### src/rtl/alu_ctrl_pkg.sv
// Shared encodings for the ALU control sequencer: ALU ops, opcode/funct values,
// instruction classes, FSM states and the decoder result record.
package alu_ctrl_pkg;

    localparam logic [2:0] ALU_AND  = 3'b000;
    localparam logic [2:0] ALU_ADD  = 3'b001;
    localparam logic [2:0] ALU_SUB  = 3'b010;
    localparam logic [2:0] ALU_XOR  = 3'b011;
    localparam logic [2:0] ALU_NOR  = 3'b100;
    localparam logic [2:0] ALU_OR   = 3'b101;
    localparam logic [2:0] ALU_SLT  = 3'b110;
    localparam logic [2:0] ALU_ZERO = 3'b111;

    localparam logic [5:0] OPC_RTYPE = 6'b000000;
    localparam logic [5:0] OPC_BEQ   = 6'b000100;
    localparam logic [5:0] OPC_BNE   = 6'b000101;
    localparam logic [5:0] OPC_ADDI  = 6'b001000;
    localparam logic [5:0] OPC_SLTI  = 6'b001010;
    localparam logic [5:0] OPC_ANDI  = 6'b001100;
    localparam logic [5:0] OPC_ORI   = 6'b001101;
    localparam logic [5:0] OPC_XORI  = 6'b001110;
    localparam logic [5:0] OPC_LW    = 6'b100011;
    localparam logic [5:0] OPC_SW    = 6'b101011;

    localparam logic [5:0] FUNCT_ADD = 6'b100000;
    localparam logic [5:0] FUNCT_SUB = 6'b100010;
    localparam logic [5:0] FUNCT_AND = 6'b100100;
    localparam logic [5:0] FUNCT_OR  = 6'b100101;
    localparam logic [5:0] FUNCT_XOR = 6'b100110;
    localparam logic [5:0] FUNCT_NOR = 6'b100111;
    localparam logic [5:0] FUNCT_SLT = 6'b101010;

    typedef enum logic [2:0] {CLS_ALU, CLS_LOAD, CLS_STORE, CLS_BEQ, CLS_BNE, CLS_ILL} cls_e;

    // Retire/abort cycles are IDLE cycles carrying registered pulses.
    typedef enum logic [1:0] {S_IDLE, S_DECODE, S_EXEC, S_MEM} state_e;

    typedef struct packed {
        logic [2:0] alu_ctr;
        cls_e       cls;
        logic       src_imm;
        logic       reg_dst_rd;
    } dec_t;

endpackage

### src/rtl/alu_ctr_decode.sv
// Combinational instruction classifier: (opcode, funct) -> ALU op, class and
// operand/destination selects. Unknown encodings classify as CLS_ILL.
module alu_ctr_decode
    import alu_ctrl_pkg::*;
(
    input  logic [5:0] opcode,
    input  logic [5:0] funct,
    output dec_t       dec
);

    always_comb begin
        dec = '{alu_ctr: ALU_ZERO, cls: CLS_ILL, src_imm: 1'b0, reg_dst_rd: 1'b0};
        case (opcode)
            OPC_RTYPE: begin
                dec.cls        = CLS_ALU;
                dec.reg_dst_rd = 1'b1;
                case (funct)
                    FUNCT_ADD: dec.alu_ctr = ALU_ADD;
                    FUNCT_SUB: dec.alu_ctr = ALU_SUB;
                    FUNCT_AND: dec.alu_ctr = ALU_AND;
                    FUNCT_OR:  dec.alu_ctr = ALU_OR;
                    FUNCT_XOR: dec.alu_ctr = ALU_XOR;
                    FUNCT_NOR: dec.alu_ctr = ALU_NOR;
                    FUNCT_SLT: dec.alu_ctr = ALU_SLT;
                    default: begin
                        dec.cls        = CLS_ILL;
                        dec.reg_dst_rd = 1'b0;
                    end
                endcase
            end
            OPC_ADDI: dec = '{alu_ctr: ALU_ADD, cls: CLS_ALU,   src_imm: 1'b1, reg_dst_rd: 1'b0};
            OPC_ANDI: dec = '{alu_ctr: ALU_AND, cls: CLS_ALU,   src_imm: 1'b1, reg_dst_rd: 1'b0};
            OPC_ORI:  dec = '{alu_ctr: ALU_OR,  cls: CLS_ALU,   src_imm: 1'b1, reg_dst_rd: 1'b0};
            OPC_XORI: dec = '{alu_ctr: ALU_XOR, cls: CLS_ALU,   src_imm: 1'b1, reg_dst_rd: 1'b0};
            OPC_SLTI: dec = '{alu_ctr: ALU_SLT, cls: CLS_ALU,   src_imm: 1'b1, reg_dst_rd: 1'b0};
            OPC_LW:   dec = '{alu_ctr: ALU_ADD, cls: CLS_LOAD,  src_imm: 1'b1, reg_dst_rd: 1'b0};
            OPC_SW:   dec = '{alu_ctr: ALU_ADD, cls: CLS_STORE, src_imm: 1'b1, reg_dst_rd: 1'b0};
            OPC_BEQ:  dec = '{alu_ctr: ALU_SUB, cls: CLS_BEQ,   src_imm: 1'b0, reg_dst_rd: 1'b0};
            OPC_BNE:  dec = '{alu_ctr: ALU_SUB, cls: CLS_BNE,   src_imm: 1'b0, reg_dst_rd: 1'b0};
            default:  ;
        endcase
    end

endmodule

### src/rtl/alu_ctrl_fsm.sv
// Multi-cycle ALU control sequencer: IDLE -> DECODE -> EXEC -> {retire | MEM} -> IDLE.
// All outputs are registered; retire/abort pulses coincide with instr_ready.
module alu_ctrl_fsm
    import alu_ctrl_pkg::*;
#(
    parameter int MEM_TIMEOUT = 16,
    parameter int CNT_W       = 8
) (
    input  logic       clk,
    input  logic       reset,
    input  logic       instr_valid,
    output logic       instr_ready,
    input  logic [5:0] opcode,
    input  logic [5:0] funct,
    input  logic       zero,
    input  logic       mem_ack,
    output logic [2:0] alu_ctr,
    output logic       alu_src_imm,
    output logic       reg_dst_rd,
    output logic       mem_read,
    output logic       mem_write,
    output logic       mem_to_reg,
    output logic       reg_write,
    output logic       branch_taken,
    output logic       done,
    output logic       illegal,
    output logic       mem_err
);

    localparam logic [CNT_W-1:0] CNT_LAST = CNT_W'(MEM_TIMEOUT - 1);

    state_e           state;
    logic [5:0]       op_q;
    logic [5:0]       funct_q;
    logic [CNT_W-1:0] cnt;
    dec_t             dec;

    alu_ctr_decode u_dec (
        .opcode (op_q),
        .funct  (funct_q),
        .dec    (dec)
    );

    always_ff @(posedge clk) begin
        if (reset) begin
            state        <= S_IDLE;
            op_q         <= '0;
            funct_q      <= '0;
            cnt          <= '0;
            instr_ready  <= 1'b0;
            alu_ctr      <= ALU_ZERO;
            alu_src_imm  <= 1'b0;
            reg_dst_rd   <= 1'b0;
            mem_read     <= 1'b0;
            mem_write    <= 1'b0;
            mem_to_reg   <= 1'b0;
            reg_write    <= 1'b0;
            branch_taken <= 1'b0;
            done         <= 1'b0;
            illegal      <= 1'b0;
            mem_err      <= 1'b0;
        end else begin
            // Pulses and writeback qualifiers last exactly one cycle.
            reg_write    <= 1'b0;
            mem_to_reg   <= 1'b0;
            reg_dst_rd   <= 1'b0;
            branch_taken <= 1'b0;
            done         <= 1'b0;
            illegal      <= 1'b0;
            mem_err      <= 1'b0;
            case (state)
                S_IDLE: begin
                    alu_ctr     <= ALU_ZERO;
                    alu_src_imm <= 1'b0;
                    if (instr_valid && instr_ready) begin
                        op_q        <= opcode;
                        funct_q     <= funct;
                        instr_ready <= 1'b0;
                        state       <= S_DECODE;
                    end else begin
                        instr_ready <= 1'b1;
                    end
                end
                S_DECODE: begin
                    if (dec.cls == CLS_ILL) begin
                        illegal     <= 1'b1;
                        instr_ready <= 1'b1;
                        state       <= S_IDLE;
                    end else begin
                        alu_ctr     <= dec.alu_ctr;
                        alu_src_imm <= dec.src_imm;
                        state       <= S_EXEC;
                    end
                end
                S_EXEC: begin
                    case (dec.cls)
                        CLS_ALU: begin
                            reg_write   <= 1'b1;
                            reg_dst_rd  <= dec.reg_dst_rd;
                            done        <= 1'b1;
                            instr_ready <= 1'b1;
                            state       <= S_IDLE;
                        end
                        CLS_BEQ, CLS_BNE: begin
                            branch_taken <= (dec.cls == CLS_BEQ) ? zero : ~zero;
                            done         <= 1'b1;
                            instr_ready  <= 1'b1;
                            state        <= S_IDLE;
                        end
                        CLS_LOAD, CLS_STORE: begin
                            mem_read  <= (dec.cls == CLS_LOAD);
                            mem_write <= (dec.cls == CLS_STORE);
                            cnt       <= '0;
                            state     <= S_MEM;
                        end
                        default: begin
                            instr_ready <= 1'b1;
                            state       <= S_IDLE;
                        end
                    endcase
                end
                S_MEM: begin
                    // An ack on the final wait cycle still completes the access.
                    if (mem_ack) begin
                        mem_read    <= 1'b0;
                        mem_write   <= 1'b0;
                        done        <= 1'b1;
                        reg_write   <= (dec.cls == CLS_LOAD);
                        mem_to_reg  <= (dec.cls == CLS_LOAD);
                        instr_ready <= 1'b1;
                        state       <= S_IDLE;
                    end else if (cnt == CNT_LAST) begin
                        mem_read    <= 1'b0;
                        mem_write   <= 1'b0;
                        mem_err     <= 1'b1;
                        instr_ready <= 1'b1;
                        state       <= S_IDLE;
                    end else begin
                        cnt <= cnt + CNT_W'(1);
                    end
                end
                default: begin
                    instr_ready <= 1'b0;
                    state       <= S_IDLE;
                end
            endcase
        end
    end

endmodule

### config.mk
export PLATFORM = sky130hd
export DESIGN_NAME = alu_ctrl_fsm
export DESIGN_NICKNAME = d
export VERILOG_FILES = /design/src/rtl/alu_ctrl_pkg.sv /design/src/rtl/alu_ctr_decode.sv /design/src/rtl/alu_ctrl_fsm.sv
export SDC_FILE = /design/constraint.sdc
export NUM_CORES = 1
export LEC_CHECK = 0
export CAP_MARGIN = 40
export CORE_ASPECT_RATIO = 1.4
export CORE_MARGIN = 2
export CORE_UTILIZATION = 47
export CTS_CLUSTER_DIAMETER = 150
export DETAILED_ROUTE_END_ITERATION = 8
export GPL_TIMING_DRIVEN = 0
export PLACE_DENSITY_LB_ADDON = 0.05
export SLEW_MARGIN = 15
export SYNTH_ARGS = -nofsm -noshare
export SYNTH_HDL_FRONTEND = slang
export SYNTH_SLANG_ARGS = --single-unit
### constraint.sdc
create_clock -name clk -period 1.58 [get_ports clk]
set_input_delay 0.316 -clock clk [delete_from_list [all_inputs] [get_ports clk]]
set_output_delay 0.316 -clock clk [all_outputs]
set_load 0.01 [all_outputs]
==> metrics.log <==
[metrics] uppermost routed layer: met4
[metrics] Yosys cell types: 56
[metrics] proportion of netlist area held by the largest area contributor: 0.407
[metrics] Post-CTS Hold Buffers: 0
[metrics] detailed-route wire length on metal 1: roughly 1900 microns
[metrics] root buffer cell: clkbuf_8
[metrics] average vias per placed instance: roughly 5.8
[metrics] dominant cell type by area after synthesis: dfxtp_1
[metrics] total number of placement rows: 26
[metrics] number of enable-type register cells in the synthesized netlist: 0
[metrics] worst reg2reg startpoint: cnt[0]$_SDFFE_PP0P_
[metrics] critical path arrival: between 1.5 and 2 ns
[metrics] synthesized-area fraction occupied by adder cells: 0.00707
[metrics] run status: finished with violations
[metrics] Detailed Place HPWL: 3230 microns
[metrics] Num Clock Sinks: 36
[metrics] final hold violation count: 0
[metrics] routed wire length: 5040 microns
[metrics] horizontal extent of the die: around 56 microns
[metrics] number of max-cap violations: 0
[metrics] largest register by flop count: cnt
[metrics] largest net degree at the start of global routing: 13
[metrics] leak pwr: around 0.00097 uW
[metrics] Final Max Tran Viols: 0
[metrics] yosys warns: 0
[metrics] failing checks: setup timing
[metrics] number of register bits inferred by synthesis: 36
[metrics] worst setup path category: register to register
[metrics] Critical Path Fanout Max: 5
[metrics] clock latency of the later-clocked register in the worst-skew pair: approximately 0.29 ns
[metrics] top_reg_cell synth: dfxtp_1
[metrics] least setup slack across all paths after layout: -0.0506 ns
[metrics] max reg flops: 8
[metrics] setup TNS: -0.0869 ns
[metrics] hold path startpoint: reset
[metrics] ports placed on the boundary: 31
[metrics] setup repair after global routing missed its margin: yes
[metrics] power density of the placed cells: about 810 nW/um^2
[metrics] Routed met2 length: 2780 microns
[metrics] number of global-route vias before repair: ~1700
[metrics] Pre-antenna DRT Iters: 5
[metrics] synthesized-area fraction occupied by ao, oa, aoi and oai cells: 0.238
[metrics] wire length of the first global-routing pass: between 7000 and 8000 microns
[metrics] violation count after the first detailed-routing iteration: between 80 and 90
[metrics] number of diodes: 0
[metrics] most instantiated library cell after synthesis: dfxtp_1
[metrics] largest voltage drop on the vdd net: a little over 1 mV
[metrics] Worst-Margin Slew: 0.483 ns
[metrics] final setup fails: 6
[metrics] number of routed nets with antenna violations: 0
[metrics] Layout Nets: roughly 280
[metrics] final RePlAce weighted congestion: approximately 0.83
[metrics] Die H: 76.6 microns
[metrics] final worst-path cycle share: 1.03
[metrics] nets in the synthesized netlist: ~220
[metrics] fraction of synthesized cell area in xor and xnor cells: 0.0148
[metrics] type of the tightest min-delay check: input pin to register
[metrics] post-CTS clock slew at the launch and capture registers of the worst setup and hold paths: 0.08 ns
[metrics] DRC errors left: 0
[metrics] registers with the most flip-flops: cnt x8, funct_q x6, op_q x6
[metrics] initial core utilization: 0.486
[metrics] clock tree from TritonCTS: done
[metrics] number of clock buffers inserted by TritonCTS: 5
[metrics] normalized max-slew margin: 0.677
[metrics] mean post-synth cell area: between 8 and 9 sq um
[metrics] H-tree Lvls: 2
[metrics] Max clock buf depth: 2
[metrics] post-synthesis share of cell area spent on and, or, nand and nor gates: 0.267
[metrics] count of port buffers added during placement: 30
[metrics] fraction of final layout cells with drive strength greater than 1: 0.307
[metrics] most frequent cells after synthesis: dfxtp_1 (36), nand2_1 (31), a21oi_1 (23)
[metrics] vias after detailed routing: 1780
[metrics] area of the mapped netlist: between 1500 and 2000 sq um
[metrics] portion of the post-synthesis area used by sequential elements: 0.407
[metrics] worst setup path startpoint: cnt[0]$_SDFFE_PP0P_
[metrics] most area-consuming cells after synthesis: dfxtp_1 (41%), nand2_1 (6.6%), a21oi_1 (6.5%)
[metrics] All-Layer GR Usage: 0.224
[metrics] core area: ~3600 sq um
[metrics] Fillers: 296
[metrics] routed length on met3: roughly 210 microns
[metrics] non-filler cells in the finished layout: between 300 and 400
[metrics] mux contribution to synthesized area: 0.0120
[metrics] post-synthesis async set-or-reset flop share: 0
[metrics] floorplan die area: approximately 4300 sq um
[metrics] combinational family with the most area after synthesis: simple AND/OR/NAND/NOR gates
[metrics] clock skew after layout: 0.00651 ns
[metrics] Layout area overhead: 46.4%
[metrics] crit end category: register
[metrics] achievable frequency: roughly 610 MHz
[metrics] # placed instances: about 280
[metrics] time the worst path needs with I/O delays and setup: between 1.5 and 2 ns
[metrics] antenna violations before repair: 0
[metrics] required time reported for the critical path endpoint: 1.80 ns
[metrics] post-DR wirelength/cell: between 15 and 20 microns
[metrics] synthesized instance count: 205
[metrics] type of element launching the critical path: register
[metrics] residual overflow from global routing: 0
[repair_timing]
item                                    in CTS  in global routing
resized for setup                           23                 34
buffers inserted                             3                 17
cloned                                       0                  1
endpoints found under the setup margin      28                 23
pin swaps                                    6                 15
[per-stage QoR]
stage / hold slack, ns / util / setup WS, ns / power, uW / area, sq um
floorplan: 0.394 / - / 0.00360 / 1130 / 1780
global placement: 0.443 / 0.585 / -0.330 / 1210 / 2130
detailed placement: 0.459 / 0.585 / -0.371 / 1220 / 2130
CTS: 0.469 / 0.645 / -0.0358 / 2050 / 2350
global route: 0.455 / 0.711 / -0.168 / 2190 / 2590
finish: 0.441 / 0.711 / -0.0506 / 2100 / 2590
[final timing paths]
path	end	slack [ns]	cells past startpoint
worst max-delay path	state[1]$_SDFFE_PP0P_	-0.05	7
worst min-delay path	branch_taken$_SDFF_PP0_	0.44	4
worst max register to register	state[1]$_SDFFE_PP0P_	-0.05	7
worst min register to register	funct_q[4]$_SDFFE_PP0P_	0.46	2
[cell type report]
cell class	instances	area, sq um	area share
Clock buffer	5	68.8	0.0266
Buffer	11	90.1	0.0348
Inverter	8	33.8	0.0130
Multi-Input combinational cell	150	1110	0.427
Clock inverter	3	42.5	0.0164
Timing Repair Buffer	51	458	0.177
Sequential cell	36	738	0.285
Tap cell	42	52.6	0.0203
[layout by cell type (no fill, tap or decap), types with 3 or more instances in the layout]
cell type | netlist | routed
a211oi_2 | 2 | 3
a21oi_1 | 23 | 22
and3_1 | 4 | 3
buf_4 | 1 | 22
buf_6 | 2 | 3
clkbuf_8 | 0 | 5
clkdlybuf4s50_1 | 0 | 29
dfxtp_1 | 36 | 28
dfxtp_2 | 0 | 5
dfxtp_4 | 0 | 3
inv_1 | 8 | 7
nand2_1 | 31 | 30
nand2b_1 | 5 | 4
nand3b_1 | 4 | 4
nor2_1 | 15 | 10
nor2_4 | 0 | 5
nor3_1 | 8 | 6
o21ai_0 | 3 | 3
o22ai_1 | 3 | 3
[critical path, stage by stage (launching register included)]
cell and delay [ns]:
dfxtp_4 0.36, ha_4 0.16, and3_4 0.19, a211oi_4 0.31
a31oi_4 0.07, buf_6 0.15, buf_4 0.14, o22ai_1 0.17
[power by group]
part | switching (uW) | internal [uW]
clock network | 344 | 467
logic | 169 | 172
registers | 26.9 | 926
total | 540 | 1560
[routing by layer]
metal	track usage	vias to the layer above
met1	0.247	847
met3	0.0407	19
met2	0.399	65
met5	0	-
met4	0.119	0
li1	-	849
[kinds of logic after synthesis]
group / after synthesis
AOI/OAI and AO/OA: 56
xor gates and xnor gates: 3
adders and majority gates: 1
buffers and inverters: 19
DFF: 36
muxes: 2
and+or+nand+nor: 88
Power figures use the tool's default switching activity.
